===== src/rtl/pong_uart_pkg.sv =====
// Shared types and constants for the paddle UART receiver.
// Holds the RX state enum, command bytes and default clock/baud values.
package pong_uart_pkg;

  localparam int DEF_CLK_FREQ = 50000000;
  localparam int DEF_BAUD     = 115200;

  localparam logic [7:0] CMD_P1_UP    = 8'h77;
  localparam logic [7:0] CMD_P1_DN    = 8'h73;
  localparam logic [7:0] CMD_P2_UP    = 8'h69;
  localparam logic [7:0] CMD_P2_DN    = 8'h6B;
  localparam logic [7:0] CMD_START_SP = 8'h20;
  localparam logic [7:0] CMD_START_CR = 8'h0D;

  typedef enum logic [2:0] {
    ST_IDLE,
    ST_START,
    ST_DATA,
`ifdef UART_PARITY_EN
    ST_PARITY,
`endif
    ST_STOP,
    ST_WAIT_IDLE
  } rx_state_t;

endpackage


===== src/rtl/uart_rx_core.sv =====
// UART byte receiver: 2-flop synchroniser, bit timer and RX FSM.
// Ports: clk, rst (async high), i_rx serial in; o_byte_valid/o_data/o_frame_err.
// Config: UART_PARITY_EN selects 8E1 framing, otherwise 8N1.
module uart_rx_core
  import pong_uart_pkg::*;
#(
  parameter int CLKS_PER_BIT = DEF_CLK_FREQ / DEF_BAUD
) (
  input  logic       clk,
  input  logic       rst,
  input  logic       i_rx,
  output logic       o_byte_valid,
  output logic [7:0] o_data,
  output logic       o_frame_err
);

  localparam int CW = $clog2(CLKS_PER_BIT);
  localparam logic [CW-1:0] FULL = CW'(CLKS_PER_BIT - 1);
  localparam logic [CW-1:0] HALF = CW'(CLKS_PER_BIT / 2 - 1);

  logic            r_s1;
  logic            r_s2;
  logic            r_s3;
  rx_state_t       r_state;
  logic [CW-1:0]   r_cnt;
  logic [2:0]      r_idx;
  logic [7:0]      r_data;
  logic            r_valid;
  logic            r_ferr;
  logic            w_tick;
  logic            w_fall;

  assign w_tick = (r_cnt == FULL);
  // r_s3 is only a delayed copy used for edge detection
  assign w_fall = r_s3 & ~r_s2;

  always_ff @(posedge clk or posedge rst) begin
    if (rst) begin
      r_s1    <= 1'b1;
      r_s2    <= 1'b1;
      r_s3    <= 1'b1;
      r_state <= ST_IDLE;
      r_cnt   <= '0;
      r_idx   <= '0;
      r_data  <= '0;
      r_valid <= 1'b0;
      r_ferr  <= 1'b0;
    end else begin
      r_s1    <= i_rx;
      r_s2    <= r_s1;
      r_s3    <= r_s2;
      r_valid <= 1'b0;
      r_ferr  <= 1'b0;
      unique case (r_state)
        ST_IDLE: begin
          if (w_fall) begin
            r_state <= ST_START;
            r_cnt   <= '0;
          end
        end
        ST_START: begin
          if (r_cnt == HALF) begin
            r_cnt   <= '0;
            r_idx   <= '0;
            // still high at mid start bit: treat as a glitch
            r_state <= r_s2 ? ST_IDLE : ST_DATA;
          end else begin
            r_cnt <= r_cnt + 1'b1;
          end
        end
        ST_DATA: begin
          if (w_tick) begin
            r_cnt  <= '0;
            r_data <= {r_s2, r_data[7:1]};
            r_idx  <= r_idx + 1'b1;
            if (r_idx == 3'd7) begin
`ifdef UART_PARITY_EN
              r_state <= ST_PARITY;
`else
              r_state <= ST_STOP;
`endif
            end
          end else begin
            r_cnt <= r_cnt + 1'b1;
          end
        end
`ifdef UART_PARITY_EN
        ST_PARITY: begin
          if (w_tick) begin
            r_cnt <= '0;
            if (r_s2 != ^r_data) begin
              r_ferr  <= 1'b1;
              r_state <= ST_WAIT_IDLE;
            end else begin
              r_state <= ST_STOP;
            end
          end else begin
            r_cnt <= r_cnt + 1'b1;
          end
        end
`endif
        ST_STOP: begin
          if (w_tick) begin
            r_cnt <= '0;
            if (r_s2) begin
              r_valid <= 1'b1;
              r_state <= ST_IDLE;
            end else begin
              r_ferr  <= 1'b1;
              r_state <= ST_WAIT_IDLE;
            end
          end else begin
            r_cnt <= r_cnt + 1'b1;
          end
        end
        ST_WAIT_IDLE: begin
          if (r_s2) r_state <= ST_IDLE;
        end
        default: r_state <= ST_IDLE;
      endcase
    end
  end

  assign o_byte_valid = r_valid;
  assign o_data       = r_data;
  assign o_frame_err  = r_ferr;

endmodule


===== src/rtl/uart_paddle_rx.sv =====
// Paddle command front end: decodes UART bytes into held directions + start pulse.
// Ports: clk, rst, uart_rx in; p1/p2 up/down, start_trigger, frame_err out.
// Config: UART_PARITY_EN (passed to uart_rx_core) selects 8E1 framing.
module uart_paddle_rx
  import pong_uart_pkg::*;
#(
  parameter int CLK_FREQ = DEF_CLK_FREQ,
  parameter int BAUD     = DEF_BAUD,
  parameter int HOLD_MS  = 150
) (
  input  logic clk,
  input  logic rst,
  input  logic uart_rx,
  output logic p1_up,
  output logic p1_down,
  output logic p2_up,
  output logic p2_down,
  output logic start_trigger,
  output logic frame_err
);

  localparam int CLKS_PER_BIT = CLK_FREQ / BAUD;
  localparam int HOLD_CYCLES  = CLK_FREQ / 1000 * HOLD_MS;
  localparam int TW           = $clog2(HOLD_CYCLES + 1);
  localparam logic [TW-1:0] HOLD_V = TW'(HOLD_CYCLES);

  logic          w_byte_valid;
  logic [7:0]    w_data;
  logic          w_p1u;
  logic          w_p1d;
  logic          w_p2u;
  logic          w_p2d;
  logic          w_start;
  logic [TW-1:0] r_t_p1u;
  logic [TW-1:0] r_t_p1d;
  logic [TW-1:0] r_t_p2u;
  logic [TW-1:0] r_t_p2d;
  logic          r_start;

  uart_rx_core #(
    .CLKS_PER_BIT(CLKS_PER_BIT)
  ) u_core (
    .clk         (clk),
    .rst         (rst),
    .i_rx        (uart_rx),
    .o_byte_valid(w_byte_valid),
    .o_data      (w_data),
    .o_frame_err (frame_err)
  );

  assign w_p1u   = w_byte_valid && (w_data == CMD_P1_UP);
  assign w_p1d   = w_byte_valid && (w_data == CMD_P1_DN);
  assign w_p2u   = w_byte_valid && (w_data == CMD_P2_UP);
  assign w_p2d   = w_byte_valid && (w_data == CMD_P2_DN);
  assign w_start = w_byte_valid &&
                   (w_data == CMD_START_SP ||
                    w_data == CMD_START_CR);

  // reload beats expiry; the opposite command clears
  function automatic logic [TW-1:0] nxt(
    input logic [TW-1:0] t,
    input logic          ld,
    input logic          clr
  );
    if (ld)           return HOLD_V;
    else if (clr)     return '0;
    else if (t != '0) return t - 1'b1;
    else              return t;
  endfunction

  always_ff @(posedge clk or posedge rst) begin
    if (rst) begin
      r_t_p1u <= '0;
      r_t_p1d <= '0;
      r_t_p2u <= '0;
      r_t_p2d <= '0;
      r_start <= 1'b0;
    end else begin
      r_t_p1u <= nxt(r_t_p1u, w_p1u, w_p1d);
      r_t_p1d <= nxt(r_t_p1d, w_p1d, w_p1u);
      r_t_p2u <= nxt(r_t_p2u, w_p2u, w_p2d);
      r_t_p2d <= nxt(r_t_p2d, w_p2d, w_p2u);
      r_start <= w_start;
    end
  end

  assign p1_up         = (r_t_p1u != '0);
  assign p1_down       = (r_t_p1d != '0);
  assign p2_up         = (r_t_p2u != '0);
  assign p2_down       = (r_t_p2d != '0);
  assign start_trigger = r_start;

endmodule


===== config.mk =====
export PLATFORM = sky130hd
export DESIGN_NAME = uart_paddle_rx
export DESIGN_NICKNAME = d
export VERILOG_FILES = /design/src/rtl/pong_uart_pkg.sv /design/src/rtl/uart_rx_core.sv /design/src/rtl/uart_paddle_rx.sv
export SDC_FILE = /design/constraint.sdc
export NUM_CORES = 1
export LEC_CHECK = 0
export ABC_AREA = 1
export CORE_MARGIN = 3
export CORE_UTILIZATION = 55
export DETAILED_ROUTE_END_ITERATION = 10
export DONT_BUFFER_PORTS = 1
export HOLD_SLACK_MARGIN = 0.15
export PLACE_DENSITY = 0.78
export REMOVE_ABC_BUFFERS = 1
export SLEW_MARGIN = 20
export SYNTH_ARGS = -nofsm -noshare
export SYNTH_HDL_FRONTEND = slang
export SYNTH_SLANG_ARGS = --single-unit
export TNS_END_PERCENT = 30

===== constraint.sdc =====
create_clock -name clk -period 5.3 [get_ports clk]
set_input_delay 0.795 -clock clk [delete_from_list [all_inputs] [get_ports clk]]
set_output_delay 0.795 -clock clk [all_outputs]
set_load 0.05 [all_outputs]

==> impl_metrics.yaml <==
drt:
  drc_errors: 0
  routedWlPerCell_um: 13.2
  vias_per_cell: 5.34
  num_vias: 6642
  drtIter0Drc: 632
  drt-total-wl_um: 16400
  ant_nets: 0
  first_pass_iters: 7
clock_network:
  cts_setup_buffers: 0
  cts_made_buffers: 17
  path_clk_slew_ns: 0.06
  cts_root_buf: "clkbuf_16"
  htree_levels: 4
  cts_tree: "yes"
  clock_latency_ns: 0.43
  cts.sinks: 121
  cts_hold_buf: 0
  cts_resized: 0
  clockBufferDepth: 2
synthesis:
  synth_edf_count: 0
  yosysTopAreaCell: "dfrtp_1"
  yosys.area.top_type_share_pct: 39.2
  synthTopCellsByArea: "dfrtp_1 39%, nand2_1 12%, nor2_1 7.9%"
  synth-seq-cells: 121
  async_flop_share_pct: 100
  syn_inst: 1044
  mappedNetlistArea_um2: 7530
  yosysSeqAreaShare_pct: 40.2
  yosysUniqueCellTypes: 49
  ys.flop_type: "dfrtp_1"
  synth_area_per_cell_um2: 7.21
  yosys_warnings: 0
  synth_most_common_cell: "nand2_1"
  synth.top_cells.by_count: "244 x nand2_1, 158 x nor2_1, 148 x inv_1"
floorplan:
  rows: 42
  dieHeight_um: 123
  start_util_pct: 56.7
  coreArea_um2: 13300
  die_w_um: 123
  dieArea_um2: 15100
  io_pins: 9
setup_path:
  r2r_start: "r_t_p2d[0]$_DFFE_PP0P_"
  path_max_fanout: 7
  crit_buf_inv: 1
  crit_path_max_incr_delay_ns: 0.64
  crit_type: "reg -> out"
  cp_data_required_time_ns: 4.51
  rr_worst_depth: 7
  critPathLaunch: "r_t_p2d[0]$_DFFE_PP0P_"
  regToRegSetupSlack_ns: 3.07
  slowest_stage: "nand4_1"
  cp-end-kind: "output pin"
  critPathTopFamily: "simple AND/OR/NAND/NOR gates"
  worst-path-stages: 5
  crit_chain: "inv_1, ha_1, nand2_2, nor2_8, nand4_1"
  worstPathArrival_ns: 2.10
  cp-start-kind: "flip-flop"
final_layout:
  drive_gt1_share_pct: 11.0
  nets: 1067
  layout.cells.non_filler: 1244
  antenna_cells: 0
  utilization_pct: 62.2
  syn_to_final_growth_pct: 9.87
  fillers: 1175
global_route:
  met1_usage_pct: 29.2
  groute.usage.overall_pct: 23.4
  use_met2_pct: 39.5
  grt_pass1_vias: 6386
  antenna_found_initial: 0
  grtUsageMet3_pct: 5.54
  grt_max_degree: 46
  top_usage_layer: "met2"
  grt_pass1_wl_um: 28500
  grt-ovfl-total: 0
timing:
  worst_pin_slew_ns: 0.809
  relSlewSlack_pct: 45.9
  rsz0062_at_grt: "no"
  post-route-period-util_pct: 54.6
  tns_ns: 0
  maxSlewViolCount: 0
  whs_ns: 0.311
  setup_violations: 0
  fin_skew_ns: 0.00602
  fmax_mhz: 345
  fin_crit_ns: 2.90
  finalHoldViolCount: 0
worst_hold_path:
  min_path_type: "in -> async"
placement:
  dp.cells: 1212
  gp_congestion: 0.920
  dpl.hpwl_um: 11600
  port_buffers: 0
run:
  max_cap_violations: 0
power_and_ir_drop:
  p_per_area_nw_per_um2: 277
  leakage_uw: 0.00493
  ir_worst_vdd_mv: 0.275
outcome:
  outcome: "finished clean"
[worst reg2reg max path: stages, from the launching register on]
cell      delay, ns
dfrtp_1        0.36
inv_1          0.12
ha_1           0.24
nand2_2        0.13
nor2_8         0.18
nand4_1        0.65
nand3b_1       0.36
o21ai_2        0.08
[cells by family (layout without fill, tap and decap cells)]
| kind of cell | count (synthesis) | count (layout) | synth area share, % |
|---|---|---|---|
| DFF | 121 | 121 | 40.2 |
| AOI/OAI and AO/OA | 104 | 104 | 7.41 |
| buffers and inverters | 169 | 193 | 8.74 |
| adders and majority gates | 9 | 9 | 1.50 |
| and+or+nand+nor | 617 | 617 | 39.3 |
| xor gates and xnor gates | 24 | 24 | 2.79 |
[stage by stage]
step                      area, um2  power [uW]  worst slack (ns)
after detailed placement       7710        1200              2.85
after floorplan                7480        1150              1.30
final                          8280        2290              2.40
after CTS                      8280        2310              2.39
after global placement         7710        1200              2.90
after global routing           8280        2390              2.28
[flip-flops by register name (all words and copies together) (netlist names)]
register	count
r_t_p1d	23
r_t_p2u	23
u_core.r_s3	1
u_core.o_data	8
start_trigger	1
u_core.r_s2	1
r_t_p2d	23
u_core.r_s1	1
u_core.r_idx	3
u_core.o_byte_valid	1
u_core.r_cnt	9
u_core.o_frame_err	1
r_t_p1u	23
u_core.r_state	3
[area by class of cell]
cell class / count / area (um2) / area share (%)
Sequential cell: 121 / 3030 / 36.6
Clock inverter: 14 / 133 / 1.60
Timing Repair Buffer: 2 / 15.0 / 0.181
Inverter: 159 / 604 / 7.30
Clock buffer: 18 / 429 / 5.19
Tap cell: 176 / 220 / 2.66
Multi-Input combinational cell: 754 / 3840 / 46.4
[path summary, 6_finish.rpt]
| check | to |
|---|---|
| setup / recovery | p2_down |
| hold / removal | r_t_p1d[8]$_DFFE_PP0P_ |
| setup reg to reg | r_t_p2d[1]$_DFFE_PP0P_ |
| hold reg to reg | u_core.r_s2$_DFF_PP1_ |
| max in group asynchronous | u_core.r_s2$_DFF_PP1_ |
| min in group clk | u_core.r_s2$_DFF_PP1_ |
[layout by cell type (no fill, tap or decap), drive strengths merged]
cell / count
nand2: 255
nor2: 194
inv: 157
dfrtp: 118
nand3: 92
o21ai: 54
nand4: 40
a21oi: 39
xor2: 19
clkbuf: 18
nor3: 17
clkinv: 9
ha: 9
nand3b: 6
xnor2: 5
clkinvlp: 5
o211ai: 4
o21bai: 3
nor4: 3
dfstp: 3
nor3b: 3
or2: 3
a31oi: 2
bufinv: 2
buf: 2
nand2b: 1
and3: 1
and2b: 1
a21o: 1
and2: 1
o221ai: 1
[report_power, final]
group,switching [uW],leakage (uW),internal (uW)
Clock,422,0.000267,682
Combinational,149,0.00299,59.5
Sequential,29.8,0.00167,950
[routing by layer]
layer,share of wire (%),routed length (um)
met5,0,0
met4,2.0,329
met3,4.0,648
met2,49,7970
met1,45,7420
Power figures use the tool's default switching activity.
